$ cat src/rtl/ctrl_pkg.sv
// Shared control definitions for the accumulator processor: opcodes, A-bus
// source codes, C-bus load-enable bit positions, ALU op codes, sequencer
// state codes and the registered control-word layout.
package ctrl_pkg;

    localparam int OPW_C = 6;
    localparam int CBW   = 10;

    localparam logic [5:0] OP_NOP   = 6'b000000;
    localparam logic [5:0] OP_END   = 6'b000001;
    localparam logic [5:0] OP_CLAC  = 6'b000010;
    localparam logic [5:0] OP_INCAC = 6'b000011;
    localparam logic [5:0] OP_ADD   = 6'b000100;
    localparam logic [5:0] OP_SUB   = 6'b000101;
    localparam logic [5:0] OP_JUMP  = 6'b000110;
    localparam logic [5:0] OP_JPNZ  = 6'b000111;
    localparam logic [5:0] OP_STAC  = 6'b001000;

    localparam logic [3:0] ASEL_NONE = 4'd0;
    localparam logic [3:0] ASEL_PC   = 4'd1;
    localparam logic [3:0] ASEL_AC   = 4'd2;
    localparam logic [3:0] ASEL_RA   = 4'd3;
    localparam logic [3:0] ASEL_RB   = 4'd4;
    localparam logic [3:0] ASEL_RC   = 4'd5;
    localparam logic [3:0] ASEL_MDR  = 4'd6;

    localparam int CB_MAR = 0;
    localparam int CB_MDR = 1;
    localparam int CB_PC  = 2;
    localparam int CB_IR  = 3;
    localparam int CB_AC  = 4;
    localparam int CB_RA  = 5;
    localparam int CB_RB  = 6;
    localparam int CB_RC  = 7;

    localparam logic [2:0] ALU_PASS = 3'd0;
    localparam logic [2:0] ALU_ADD  = 3'd1;
    localparam logic [2:0] ALU_SUB  = 3'd2;
    localparam logic [2:0] ALU_CLR  = 3'd3;

    typedef enum logic [5:0] {
        ST_FETCH1 = 6'd0,
        ST_FETCH2 = 6'd1,
        ST_FETCH3 = 6'd2,
        ST_DECODE = 6'd3,
        ST_EX1    = 6'd4,
        ST_EX2    = 6'd5,
        ST_EX3    = 6'd6,
        ST_HALT   = 6'd63
    } state_t;

    typedef struct packed {
        logic [3:0]     a_bus_sel;
        logic [CBW-1:0] c_bus_ld;
        logic [2:0]     alu_op;
        logic           ldir;
        logic           pc_inc;
        logic           ac_inc;
        logic           ra_inc;
        logic           rb_inc;
        logic           rc_inc;
        logic           mem_read;
        logic           mem_write;
        logic           halted;
    } ctrl_out_t;

    // True for every opcode with a defined meaning, including register fields in range.
    function automatic logic op_is_legal(input logic [5:0] op);
        logic ok;
        case (op[5:4])
            2'b00:   ok = (op <= OP_STAC);
            2'b01:   ok = (op[2:0] >= 3'd1) && (op[2:0] <= 3'd6);
            default: ok = (op[2:0] >= 3'd1) && (op[2:0] <= 3'd3);
        endcase
        return ok;
    endfunction

endpackage

$ cat src/rtl/ctrl_decoder.sv
// Combinational decode of (state, opcode, latched zero flag) into the next
// state and the control word for the current state.
// Build option: CTRL_ILLEGAL_TRAP_EN adds the o_trap request for illegal opcodes.
module ctrl_decoder
    import ctrl_pkg::*;
(
    input  state_t     i_state,
    input  logic [5:0] i_op,
    input  logic       i_z,
    input  logic       i_wait_done,
    output state_t     o_next,
`ifdef CTRL_ILLEGAL_TRAP_EN
    output logic       o_trap,
`endif
    output ctrl_out_t  o_out
);

    logic w_jump;
    logic w_legal;

    assign w_jump  = (i_op == OP_JUMP) || ((i_op == OP_JPNZ) && !i_z);
    assign w_legal = op_is_legal(i_op);

    // Next-state and per-state control word, defaults first.
    always_comb begin
        o_next = ST_FETCH1;
        o_out  = '0;
`ifdef CTRL_ILLEGAL_TRAP_EN
        o_trap = 1'b0;
`endif
        case (i_state)
            ST_FETCH1: begin
                o_out.a_bus_sel        = ASEL_PC;
                o_out.c_bus_ld[CB_MAR] = 1'b1;
                o_next                 = ST_FETCH2;
            end
            ST_FETCH2: begin
                o_out.mem_read         = 1'b1;
                o_out.c_bus_ld[CB_MDR] = 1'b1;
                o_next                 = i_wait_done ? ST_FETCH3 : ST_FETCH2;
            end
            ST_FETCH3: begin
                o_out.ldir   = 1'b1;
                o_out.pc_inc = 1'b1;
                o_next       = ST_DECODE;
            end
            ST_DECODE: begin
                if (i_op == OP_NOP) begin
                    o_next = ST_FETCH1;
                end else if (i_op == OP_END) begin
                    o_next = ST_HALT;
                end else if (w_legal) begin
                    o_next = ST_EX1;
                end else begin
`ifdef CTRL_ILLEGAL_TRAP_EN
                    o_next = ST_HALT;
                    o_trap = 1'b1;
`else
                    o_next = ST_FETCH1;
`endif
                end
            end
            ST_EX1: begin
                if (w_jump) begin
                    o_out.a_bus_sel        = ASEL_PC;
                    o_out.c_bus_ld[CB_MAR] = 1'b1;
                    o_next                 = ST_EX2;
                end else if (i_op == OP_JPNZ) begin
                    // Zero set: step over the address word.
                    o_out.pc_inc = 1'b1;
                end else if (i_op == OP_STAC) begin
                    o_out.a_bus_sel        = ASEL_AC;
                    o_out.c_bus_ld[CB_MDR] = 1'b1;
                    o_next                 = ST_EX2;
                end else if (i_op == OP_CLAC) begin
                    o_out.alu_op          = ALU_CLR;
                    o_out.c_bus_ld[CB_AC] = 1'b1;
                end else if (i_op == OP_INCAC) begin
                    o_out.ac_inc = 1'b1;
                end else if ((i_op == OP_ADD) || (i_op == OP_SUB)) begin
                    o_out.a_bus_sel       = ASEL_RA;
                    o_out.alu_op          = (i_op == OP_ADD) ? ALU_ADD : ALU_SUB;
                    o_out.c_bus_ld[CB_AC] = 1'b1;
                end else if (w_legal && (i_op[5:4] == 2'b01)) begin
                    o_out.a_bus_sel       = {1'b0, i_op[2:0]};
                    o_out.alu_op          = ALU_PASS;
                    o_out.c_bus_ld[CB_AC] = 1'b1;
                end else if (w_legal && (i_op[5:4] == 2'b10)) begin
                    o_out.a_bus_sel = ASEL_AC;
                    o_out.c_bus_ld  = 10'b00_0001_0000 << i_op[1:0];
                end else if (w_legal && (i_op[5:4] == 2'b11)) begin
                    o_out.ra_inc = (i_op[1:0] == 2'd1);
                    o_out.rb_inc = (i_op[1:0] == 2'd2);
                    o_out.rc_inc = (i_op[1:0] == 2'd3);
                end
            end
            ST_EX2: begin
                if (w_jump) begin
                    o_out.mem_read         = 1'b1;
                    o_out.c_bus_ld[CB_MDR] = 1'b1;
                    o_next                 = i_wait_done ? ST_EX3 : ST_EX2;
                end else if (i_op == OP_STAC) begin
                    o_out.mem_write = 1'b1;
                end
            end
            ST_EX3: begin
                o_out.a_bus_sel       = ASEL_MDR;
                o_out.c_bus_ld[CB_PC] = 1'b1;
            end
            ST_HALT: begin
                o_out.halted = 1'b1;
                o_next       = ST_HALT;
            end
            default: o_next = ST_FETCH1;
        endcase
    end

endmodule

$ cat src/rtl/control_sequencer.sv
// Hardwired multi-cycle control unit: state register, memory wait counter,
// opcode/zero latch and registered control outputs. Outputs show the control
// word of the state the sequencer has just left, so every strobe is a clean
// register output.
// Build option: CTRL_ILLEGAL_TRAP_EN halts on illegal opcodes and adds illegal_op.
module control_sequencer
    import ctrl_pkg::*;
#(
    parameter int MEM_WAIT = 1,
    parameter int OPW      = 6
) (
    input  logic           clk,
    input  logic           rst_n,
    input  logic [OPW-1:0] ir_in,
    input  logic           z_flag,
    output logic [3:0]     a_bus_sel,
    output logic [9:0]     c_bus_ld,
    output logic [2:0]     alu_op,
    output logic           ldir,
    output logic           pc_inc,
    output logic           ac_inc,
    output logic           ra_inc,
    output logic           rb_inc,
    output logic           rc_inc,
    output logic           mem_read,
    output logic           mem_write,
    output logic [5:0]     step,
`ifdef CTRL_ILLEGAL_TRAP_EN
    output logic           illegal_op,
`endif
    output logic           halted
);

    state_t         r_state;
    state_t         r_step;
    logic [1:0]     r_wait;
    logic [OPW-1:0] r_op;
    logic           r_z;
    ctrl_out_t      r_out;

    state_t         w_next;
    ctrl_out_t      w_out;
    logic [OPW-1:0] w_op;
    logic           w_z;
    logic           w_wait_done;
    logic           w_waiting;

    // DECODE dispatches on the live opcode/flag; later EX states use the latched copies.
    assign w_op        = (r_state == ST_DECODE) ? ir_in  : r_op;
    assign w_z         = (r_state == ST_DECODE) ? z_flag : r_z;
    assign w_wait_done = (r_wait == 2'(MEM_WAIT));
    assign w_waiting   = ((r_state == ST_FETCH2) || (r_state == ST_EX2)) && (w_next == r_state);

`ifdef CTRL_ILLEGAL_TRAP_EN
    logic r_trap;
    logic w_trap;
`endif

    ctrl_decoder u_dec (
        .i_state     (r_state),
        .i_op        (w_op),
        .i_z         (w_z),
        .i_wait_done (w_wait_done),
        .o_next      (w_next),
`ifdef CTRL_ILLEGAL_TRAP_EN
        .o_trap      (w_trap),
`endif
        .o_out       (w_out)
    );

    // State register, wait counter and opcode/zero latch.
    always_ff @(posedge clk or negedge rst_n) begin
        if (!rst_n) begin
            r_state <= ST_FETCH1;
            r_wait  <= 2'd0;
            r_op    <= '0;
            r_z     <= 1'b0;
        end else begin
            r_state <= w_next;
            r_wait  <= w_waiting ? (r_wait + 2'd1) : 2'd0;
            if (r_state == ST_DECODE) begin
                r_op <= ir_in;
                r_z  <= z_flag;
            end
        end
    end

    // Registered control word and trace code.
    always_ff @(posedge clk or negedge rst_n) begin
        if (!rst_n) begin
            r_out  <= '0;
            r_step <= ST_FETCH1;
        end else begin
            r_out  <= w_out;
            r_step <= r_state;
        end
    end

`ifdef CTRL_ILLEGAL_TRAP_EN
    // Sticky illegal-opcode flag; the output copy lines up with halted.
    always_ff @(posedge clk or negedge rst_n) begin
        if (!rst_n) begin
            r_trap     <= 1'b0;
            illegal_op <= 1'b0;
        end else begin
            if (w_trap) r_trap <= 1'b1;
            illegal_op <= r_trap;
        end
    end
`endif

    assign a_bus_sel = r_out.a_bus_sel;
    assign c_bus_ld  = r_out.c_bus_ld;
    assign alu_op    = r_out.alu_op;
    assign ldir      = r_out.ldir;
    assign pc_inc    = r_out.pc_inc;
    assign ac_inc    = r_out.ac_inc;
    assign ra_inc    = r_out.ra_inc;
    assign rb_inc    = r_out.rb_inc;
    assign rc_inc    = r_out.rc_inc;
    assign mem_read  = r_out.mem_read;
    assign mem_write = r_out.mem_write;
    assign halted    = r_out.halted;
    assign step      = r_step;

endmodule

$ cat config.mk
export PLATFORM = sky130hd
export DESIGN_NAME = control_sequencer
export DESIGN_NICKNAME = d
export VERILOG_FILES = /design/src/rtl/ctrl_pkg.sv /design/src/rtl/ctrl_decoder.sv /design/src/rtl/control_sequencer.sv
export SDC_FILE = /design/constraint.sdc
export NUM_CORES = 1
export LEC_CHECK = 0
export ABC_AREA = 1
export CAP_MARGIN = 20
export CORE_UTILIZATION = 35
export CTS_CLUSTER_SIZE = 20
export DETAILED_ROUTE_END_ITERATION = 12
export PLACE_DENSITY = 0.69
export SLEW_MARGIN = 40
export SYNTH_ARGS = -nofsm -noshare
export SYNTH_HDL_FRONTEND = slang
export SYNTH_SLANG_ARGS = --single-unit
$ cat constraint.sdc
create_clock -name clk -period 5 [get_ports clk]
set_clock_uncertainty 0.15 [all_clocks]
set_input_delay 1.5 -clock clk [delete_from_list [all_inputs] [get_ports clk]]
set_output_delay 1.5 -clock clk [all_outputs]
set_load 0.1 [all_outputs]
* After elaboration in Yosys (flattened, before gate mapping)
Cells that the tools add are included.
Storage, ports and cells: bits of input ports 9, logic and storage cells 130, output and inout bits 32, register bits after elaboration 47
Cells by class: shifts and indexed selects 1, reductions and logical operators 14, magnitude comparators 4, equality and inequality tests 23, $add $sub $neg 1, multiplexer cells 70
Operators by type and width (count):
- $mux 17 | 7
- $mux 4 | 12
- $eq 6x3->1 const B | 7
- $pmux 6 s7 | 1
- $mux 6 | 6
- $mux 3 | 11
- $eq 6x2->1 const B | 4
- $mux 9 | 2
- $mux 5 | 3
- $mux 1 | 14
- $eq 6x1->1 const B | 2
- $logic_not 6->1 | 2
- $mux 12 | 1
- $pmux 4 s3 | 1
- $pmux 1 s2 | 5
- $shl 5x2->10 const A | 1
- $eq 2x2->1 const B | 4
- $mux 2 | 4
- $mux 8 | 1
- $logic_and 1x1->1 | 7
- $mux 7 | 1
- $eq 2x1->1 const B | 3
- $eq 6x4->1 const B | 1
- $eq 6x6->1 | 1
- other kinds (10) | 12

* Logic depth before layout (Yosys ltp)
Gate-level depths: netlist of run 1.
depth in word-level cells 20, gate-level depth with buffers 16, mapped depth without buffers 15

* Hierarchy
A second synthesis of run 1 with hierarchy kept.
Second synthesis, totals: cells, all modules 236, area total of the unflattened synthesis 2137.0 sq um
By module, submodules not included:
- control_sequencer | cells an instance 106, times used 1, sequential area each 1176.1 sq um, area each 1485.2 sq um
- ctrl_decoder | cells an instance 130, times used 1, sequential area each 0.0 sq um, area each 651.9 sq um

* Worst setup path after synthesis of run 1
No wires, ideal clock.
path kind flip-flop to output port, start point register r_step[4], in the netlist step[4], end point output port step[4], required time 3.350 ns, stages on the path, launching flop included 2, path buffers 1, data arrival time 1.341 ns, setup slack 2.009 ns, cell sequence dfrtp_1 -> buf_4
RTL lines:
- start, declared | RTL line control_sequencer.sv:35 | state_t r_step;
- start signal, assigned | RTL line control_sequencer.sv:95 | r_step <= r_state;
- end, declared | RTL line control_sequencer.sv:27 | output logic [5:0] step,
No word-level cell between the ends.

==> flow_summary_export.csv, run 1 <==
group,metric,value,unit
pwr,power.density,691.4,nW/µm²
critical_path,r2r_setup_slack,2680,ps
routing,drc_errors,0,
global_route,overflow,0,
place,portBuffers,35,
hold_path,hold_class,"reg2reg",
synthesis,ys_ff_latch,38,
synthesis,netlist.area_leader.share,0.5030,
clocking,clockBufferDepth,2,
routing,drt_iter0_markers,72,
routing,firstDrtPassIters,4,
pwr,total_power,1.576,mW
cells_and_area,antenna_cells,0,
critical_path,crit_path_start_kind,"input port",
pwr,p_leak,1.211,nW
routing,wl,3558,µm
cells_and_area,final_core_util,0.4435,
global_route,grt_max_degree,39,
routing,top_layer,"met4",
cells_and_area,fin_nets,244,
clocking,cts_setup_buffers,0,
synthesis,synth_top_family_by_area,"simple AND/OR/NAND/NOR gates",
synthesis,synth_warnings,0,
synthesis,synth.cell_area,1891,µm²
clocking,cts.sinks,38,
die,die_y,75.50,µm
die,std_cell_rows,26,
critical_path,critical_path_class,"in2reg",
die,initial_core_util,0.3678,
critical_path,end_kind,"register",
synthesis,synthMuxAreaShare,0,
synthesis,avgSynthCellArea,9.646,µm²
routing,wl_per_cell,11.67,µm
global_route,antenna_found_initial,0,
global_route,grt_pass1_wl,5858,µm
place,place_hpwl,2773,µm
global_route,gr-usage-all-layers,0.1417,
synthesis,synth_xor_xnor_area_share,0,
timing,tightest_slew,569.9,ps
routing,ant_nets,0,
timing,rsz0062_at_grt,"no",
clocking,cts_tree,"done",
global_route,grt_pass1_vias,1244,
synthesis,synthAdderAreaFrac,0.006618,
die,die_w,75.50,µm
routing,met1_length,1646,µm
clocking,worstSkewPairLatency,290,ps
critical_path,critPathArrivalTime,3170,ps
die,die_area,5700,µm²
synthesis,yosys.area_share.simple,0.3283,
run_status,status,"complete, no violations",
timing,setup_slack,1855,ps
timing,post-route-min-period,3145,ps
die,design.core.area,5140,µm²
synthesis,synth-edff-count,0,
timing,hold_violations,0,
clocking,cts_buffers,5,
synthesis,synth_cell_types,34,
synthesis,async_reset_ff_frac,1.000,
place,gp_congestion,0.9250,
routing,wl_met3,236,µm
critical_path,critPathMaxFanout,7,
timing,setup_viol,0,
synthesis,synth-main-ff-cell,"dfrtp_1",
die,io-pin-count,41,
run,maxCapViolCount,0,
routing,dr_total_vias,1348,
routing,vias_per_cell,4.420,
synthesis,synth_compound_area_frac,0.06155,
pwr,irDropWorstVdd,0.2727,mV
synthesis,synth_largest_area_cell,"dfrtp_1",
clocking,cts_max_level,2,
critical_path,crit_required,5020,ps
timing,finalMaxSlewViolations,0,
synthesis,yosysSeqAreaShare,0.5030,
place,pre_cts_ws,1597,ps
timing,whs,293.1,ps
synthesis,synth.area.top_cells,"dfrtp_1 (50%), nand2_1 (6.6%), inv_1 (5.2%), nand2_4 (4.8%), nand2_2 (4.0%)",
timing,tns,0,ps
clocking,root_buffer,"clkbuf_8",
timing,max_freq,0.3180,GHz
clocking,cts_resized,0,
clocking,cts_hold_buf,0,
timing,max_slew_margin,0.6171,
routing,wl_met2,1601,µm
cells_and_area,drive_gt1_frac,0.3319,
clocking,path_clk_slew,80,ps
synthesis,synth_cells,196,
cells_and_area,syn2layout_area_growth,20.58,%
timing,finalCritPeriodShare,0.6289,
-- area by class of cell --
type                       instances  area [µm²]
clock buffer                       5       68.82
clock inverter                     3       68.82
fill                             517        2860
inverter                          32       122.6
multi-input combinational        122       768.2
sequential                        38       950.9
tap                               70       87.58
timing repair buffer              35       212.7
-- flip-flops by register name, summed over array words and instances, names as in the netlist --
register   flops
c_bus_ld       7
r_op           6
r_state        4
step           4
a_bus_sel      3
alu_op         2
r_wait         2
ac_inc         1
halted         1
ldir           1
mem_read       1
mem_write      1
pc_inc         1
r_z            1
ra_inc         1
rb_inc         1
rc_inc         1
-- layout by cell type, fill, tap and decap left out, drive strengths merged --
cell and count:
inv 29, a21boi 1, clkdlybuf4s50 7, a21oi 4, nand3 13, nor3 10, nor4 4, nand2 54
o211ai 1, dfrtp 38, and3 1, clkbuf 5, ha 1, buf 28, nor2 18, bufinv 2
clkinv 4, nand4 3, conb 5, o31ai 1, o21ai 5, a211oi 1
-- layer usage --
layer,vias to the layer above,GRT usage
met5,-,0
met4,0,0.05556
met3,7,0.04762
met2,46,0.2212
met1,608,0.1820
li1,687,-
-- metrics by stage --
stage	std cells	cell area [µm²]
detailed placement	297	2140
floorplan	200	1906
finish	305	2280
CTS	305	2277
global placement	297	2275
global route	305	2280
-- cells in the mapped netlist (3+ instances only) --
master	number
dfrtp_1	38
nand2_1	33
inv_1	26
nor2_1	13
nand2_2	12
nor3_1	10
nand3_1	9
nand2_4	8
buf_4	7
nand3_2	4
nor2_4	4
inv_2	3
nand4_1	3
-- worst max-delay path: stages --
cell             delay [ps]
clkdlybuf4s50_1         450
nand3_1                 120
nand2_4                 140
clkinv_2                110
nand2_8                 120
nor2_1                   80
nand2_2                 140
and3_1                  210
nand2_1                  70
nor4_1                  220
-- final timing paths --
kind                                end        from  cells after the start
hold reg to reg               r_wait[0]   r_wait[0]                      1
hold / removal                r_wait[0]   r_wait[0]                      1
min in group asynchronous     r_wait[0]       rst_n                      1
setup reg to reg           a_bus_sel[0]  r_state[0]                     14
max in group asynchronous   c_bus_ld[5]       rst_n                      1
setup / recovery            c_bus_ld[5]    ir_in[5]                     10
-- logic make-up (layout without fill, tap and decap cells) --
logic type	Yosys count	after routing
and+or+nand+nor	103	103
buffers and inverters	40	75
DFF	38	38
AOI/OAI and AO/OA	13	13
adders and majority gates	1	1
other	1	5
-- power breakdown --
part / switching (mW) / internal [mW]
combinational: 0.656 / 0.203
sequential: 0.0311 / 0.378
clock: 0.109 / 0.200
Note: power is estimated with default switching activity, not from simulation.
==> run 2, diff against run 1 <==
==> constraint.sdc (replaced) <==
create_clock -name clk -period 3.1 [get_ports clk]
set_clock_uncertainty 0.15 [all_clocks]
set_input_delay 0.93 -clock clk [delete_from_list [all_inputs] [get_ports clk]]
set_output_delay 0.93 -clock clk [all_outputs]
set_load 0.1 [all_outputs]
==> flow_summary_export.csv, run 2 (synthesis results as in run 1) <==
group,metric,value,unit
cells_and_area,multi_input_area,768.2,µm²
hold_path,hold_class,"reg2reg",
routing,vias_per_cell,4.452,
die,design.core.area,5140,µm²
run,maxCapViolCount,0,
die,initial_core_util,0.3678,
global_route,grt_pass1_wl,5816,µm
clocking,cts_max_level,2,
global_route,grt_pass1_vias,1206,
cells_and_area,layout_commonest_cell,"dfrtp_1",
cells_and_area,fin_nets,244,
timing,setup_slack,580.3,ps
global_route,antenna_found_initial,0,
cells_and_area,regArea,950.9,µm²
global_route,overflow,0,
cells_and_area,final_core_util,0.4484,
clocking,worstSkewPairLatency,290,ps
timing,finalMaxSlewViolations,0,
clocking,cts_hold_buf,0,
die,die_w,75.50,µm
clocking,cts_buffers,5,
critical_path,r2r_end,"r_wait[1]",
place,portBuffers,35,
cells_and_area,syn2layout_area_growth,21.91,%
pwr,irDropWorstVdd,0.4786,mV
global_route,use_met1,0.1902,
timing,finalCritPeriodShare,0.8128,
timing,max_freq,0.3969,GHz
cells_and_area,final_cell_mix,"dfrtp_1 (38), nand2_1 (33), buf_4 (28)",
critical_path,crit_required,3150,ps
routing,wl_per_cell,11.55,µm
clocking,cts.sinks,38,
timing,post-route-min-period,2520,ps
global_route,grtUsageMet3,0.04365,
hold_path,hold_start,"r_wait[0]",
global_route,top_usage_layer,"met2",
routing,wl,3524,µm
critical_path,crit_path_start_kind,"input port",
global_route,grt_util_met2,0.2063,
critical_path,critical_path_class,"in2reg",
cells_and_area,drive_gt1_frac,0.3319,
pwr,p_leak,1.192,nW
clocking,path_clk_slew,70,ps
critical_path,critPathArrivalTime,2570,ps
hold_path,whs_path_depth,1,
routing,drt_iter0_markers,61,
die,io-pin-count,41,
critical_path,end_kind,"register",
routing,drc_errors,0,
clocking,cts_tree,"done",
routing,ant_nets,0,
timing,rsz0062_at_grt,"no",
cells_and_area,antenna_cells,0,
pwr,power.density,1054,nW/µm²
critical_path,critPathMaxFanout,7,
timing,tightest_slew,502.4,ps
global_route,grt_max_degree,39,
pwr,total_power,2.429,mW
timing,max_slew_margin,0.6625,
timing,setup_viol,0,
run_status,status,"complete, no violations",
clocking,cts_setup_buffers,0,
die,die_area,5700,µm²
die,std_cell_rows,26,
timing,tns,0,ps
critical_path,r2r_setup_slack,770,ps
routing,firstDrtPassIters,4,
clocking,clockBufferDepth,2,
cells_and_area,largest_reg_flops,7,
clocking,root_buffer,"clkbuf_8",
critical_path,r2r_start,"r_state[0]",
critical_path,r2r_cells,14,
hold_path,worstHoldEndpoint,"r_wait[0]",
timing,hold_violations,0,
routing,dr_total_vias,1358,
global_route,gr-usage-all-layers,0.1425,
place,gp_congestion,0.9461,
place,pre_cts_ws,277.9,ps
die,die_y,75.50,µm
cells_and_area,fillers,512,
place,place_hpwl,2759,µm
clocking,cts_resized,0,
## run 2: cell types whose count changed in the layout (fill, tap and decap cells not counted)
cell,delta
buf_2,-27
buf_4,+27
bufinv_16,-2
clkbuf_8,+1
clkinv_2,+1
clkinv_4,-1
clkinvlp_4,+1
## run 2: per-stage QoR
step	instance area, µm²	std cells	hold slack [ps]
after floorplan	1906	200	257.9
after global placement	2207	297	269.1
after detailed placement	2207	297	278.4
after CTS	2302	305	288.5
after global routing	2305	305	297.0
final	2305	305	285.4
## run 2: power by group
group          total (mW)  switching [mW]  internal [mW]
Combinational        1.41            1.06          0.354
Clock               0.350           0.172          0.179
Sequential          0.666          0.0560          0.610
## run 2: metal layers
metal | share of wire | wire length [µm] | vias up
met5 | 0 | 0 | -
met3 | 0.060 | 213 | 7
met2 | 0.44 | 1559 | 47
met1 | 0.47 | 1659 | 620
met4 | 0.026 | 92 | 0
li1 | - | - | 684
## run 2: area by class of cell
class                      count  area share
clock inverter                 2    0.005429
sequential                    38      0.4126
tap                           70     0.03800
multi-input combinational    122      0.3333
inverter                      32     0.05320
clock buffer                   6     0.03583
timing repair buffer          35      0.1216
## run 2: worst max-delay path: stages
cell	delay [ps]
clkdlybuf4s50_1	460
nand3_1	110
nand2_4	140
clkinv_2	110
nand2_8	120
nor2_1	80
nand2_2	140
and3_1	190
nand2_1	120
nor4_2	160
## run 2: worst max path at each step
stage | start | depth (start not counted) | slack [ps] | endpoint
4_1_cts | ir_in[5] | 10 | 590 | alu_op[0]
2_1_floorplan | step[4] | 1 | 680 | step[4]
5_1_grt | ir_in[4] | 12 | 450 | r_wait[1]
3_3_place_gp | ir_in[5] | 10 | 280 | c_bus_ld[5]
3_5_place_dp | ir_in[5] | 12 | 280 | r_wait[0]
6_report | ir_in[5] | 10 | 580 | alu_op[1]
==> run 3, diff against run 2 <==
==> constraint.sdc (replaced) <==
create_clock -name clk -period 2.37 [get_ports clk]
set_clock_uncertainty 0.15 [all_clocks]
set_input_delay 0.711 -clock clk [delete_from_list [all_inputs] [get_ports clk]]
set_output_delay 0.711 -clock clk [all_outputs]
set_load 0.1 [all_outputs]
==> flow_summary_export.csv, run 3 (synthesis results as in run 1) <==
group,metric,value,unit
critical_path,critPathArrivalTime,2290,ps
cells_and_area,final_cell_mix,"buf_4 (52), dfrtp_1 (38), nand2_1 (33)",
clocking,root_buffer,"clkbuf_8",
cells_and_area,layout.cells.non_filler,334,
critical_path,crit_end,"ra_inc",
clocking,cts_max_level,2,
die,initial_core_util,0.3678,
clocking,cts_buffers,5,
run_status,status,"complete, no violations",
routing,ant_nets,0,
clocking,cts_tree,"done",
cells_and_area,multi_input_area,770.7,µm²
critical_path,r2r_setup_slack,180,ps
cells_and_area,fin_nets,273,
global_route,gr-usage-all-layers,0.1527,
timing,finalCritPeriodShare,0.9460,
critical_path,r2r_cells,10,
critical_path,crit_required,2420,ps
cells_and_area,regArea,950.9,µm²
timing,setup_viol,0,
global_route,grt_pass1_wl,6334,µm
timing,finalMaxSlewViolations,0,
cells_and_area,layout_commonest_cell,"buf_4",
timing,post-route-min-period,2242,ps
die,io-pin-count,41,
place,gp_congestion,0.9501,
die,design.core.area,5140,µm²
timing,max_freq,0.4460,GHz
run,maxCapViolCount,0,
critical_path,path_cells,"clkdlybuf4s50_1 -> nand3_1 -> nand2_4 -> clkinv_2 -> nand2_8 -> nor2_2 -> nand2_2 -> a21boi_4 -> nand3_2 -> nor3_1",
place,place_hpwl,2926,µm
critical_path,end_kind,"register",
critical_path,critical_path_class,"in2reg",
die,std_cell_rows,26,
pwr,irDropWorstVdd,0.6851,mV
routing,dr_total_vias,1488,
global_route,antenna_found_initial,0,
clocking,cts.sinks,38,
place,place_area,2475,µm²
cells_and_area,finalInstanceArea,2615,µm²
critical_path,worstSetupStartpoint,"ir_in[5]",
clocking,clockBufferDepth,2,
critical_path,crit_path_start_kind,"input port",
routing,drc_errors,0,
routing,vias_per_cell,4.455,
global_route,overflow,0,
timing,hold_violations,0,
pwr,p_leak,1.361,nW
cells_and_area,syn2layout_area_growth,38.32,%
die,die_area,5700,µm²
critical_path,cpMaxStageDelayCell,"clkdlybuf4s50_1",
critical_path,r2r_start,"r_state[4]",
timing,rsz0062_at_grt,"yes",
clocking,path_clk_slew,80,ps
hold_path,hold_class,"reg2reg",
routing,wl,3749,µm
cells_and_area,largest_reg_flops,7,
routing,wl_per_cell,11.22,µm
routing,drt_iter0_markers,77,
cells_and_area,fillers,496,
die,die_y,75.50,µm
place,portBuffers,35,
pwr,power.density,1438,nW/µm²
routing,firstDrtPassIters,5,
clocking,worstSkewPairLatency,290,ps
clocking,cts_hold_buf,0,
critical_path,critPathMaxFanout,4,
die,die_w,75.50,µm
critical_path,slowest_delay,460,ps
critical_path,r2r_end,"ra_inc",
global_route,grt_max_degree,39,
cells_and_area,drive_gt1_frac,0.4091,
global_route,grt_pass1_vias,1378,
cells_and_area,antenna_cells,0,
place,dp_cells,326,
==> run 3: report_power, final <==
part | switching, mW | internal, mW | leakage, nW
registers | 0.0597 | 0.799 | 0.499
clock network | 0.228 | 0.422 | 0.0683
logic | 1.49 | 0.765 | 0.794
==> run 3: worst min path at each step <==
stage / from / endpoint / slack [ps] / cells past startpoint
CTS: r_wait[0] / r_wait[0] / 290 / 1
global route: r_wait[0] / r_wait[0] / 310 / 1
detailed placement: r_wait[0] / r_wait[0] / 270 / 1
finish: r_wait[0] / r_wait[0] / 280 / 1
floorplan: r_wait[0] / r_wait[0] / 260 / 1
global placement: r_wait[0] / r_wait[0] / 270 / 1
==> run 3: final cells by class <==
type | count | share of cell area
timing repair buffer | 64 | 0.2086
tap | 70 | 0.03349
clock buffer | 5 | 0.02632
inverter | 32 | 0.04689
sequential | 38 | 0.3636
clock inverter | 3 | 0.02632
multi-input combinational | 122 | 0.2947
==> run 3: repair_timing <==
| action | CTS | global route |
|---|---|---|
| setup buffers | 0 | 0 |
| resized for setup | 0 | 1 |
| hold endpoints to repair | 0 | 0 |
| endpoints found under the setup margin | 0 | 6 |
==> run 3: per-layer routing <==
| metal | global-route usage | routed length [µm] | vias to the layer above |
|---|---|---|---|
| met5 | 0 | 0 | - |
| met4 | 0.06173 | 39 | 0 |
| met3 | 0.03571 | 234 | 4 |
| met2 | 0.2440 | 1772 | 54 |
| met1 | 0.2003 | 1703 | 690 |
| li1 | - | - | 740 |
==> run 3: through the flow <==
step | setup TNS (ps) | total power [mW] | hold WS (ps) | utilization | worst slack [ps]
finish | 0 | 3.760 | 281.7 | 0.5088 | 128.0
global route | -79.89 | 3.996 | 308.4 | 0.5088 | -32.88
CTS | 0 | 3.789 | 285.5 | 0.5083 | 95.38
detailed placement | -2093 | 3.119 | 273.3 | 0.4815 | -190.9
global placement | -1951 | 3.108 | 268.6 | 0.4815 | -194.8
floorplan | 0 | 2.415 | 257.9 | - | 168.4
==> run 3: worst max-delay path: cells and delay by family <==
kind	cells	cell delay, ps
buffers and inverters	2	560
AO/OA/AOI/OAI	1	230
AND/OR/NAND/NOR	7	790
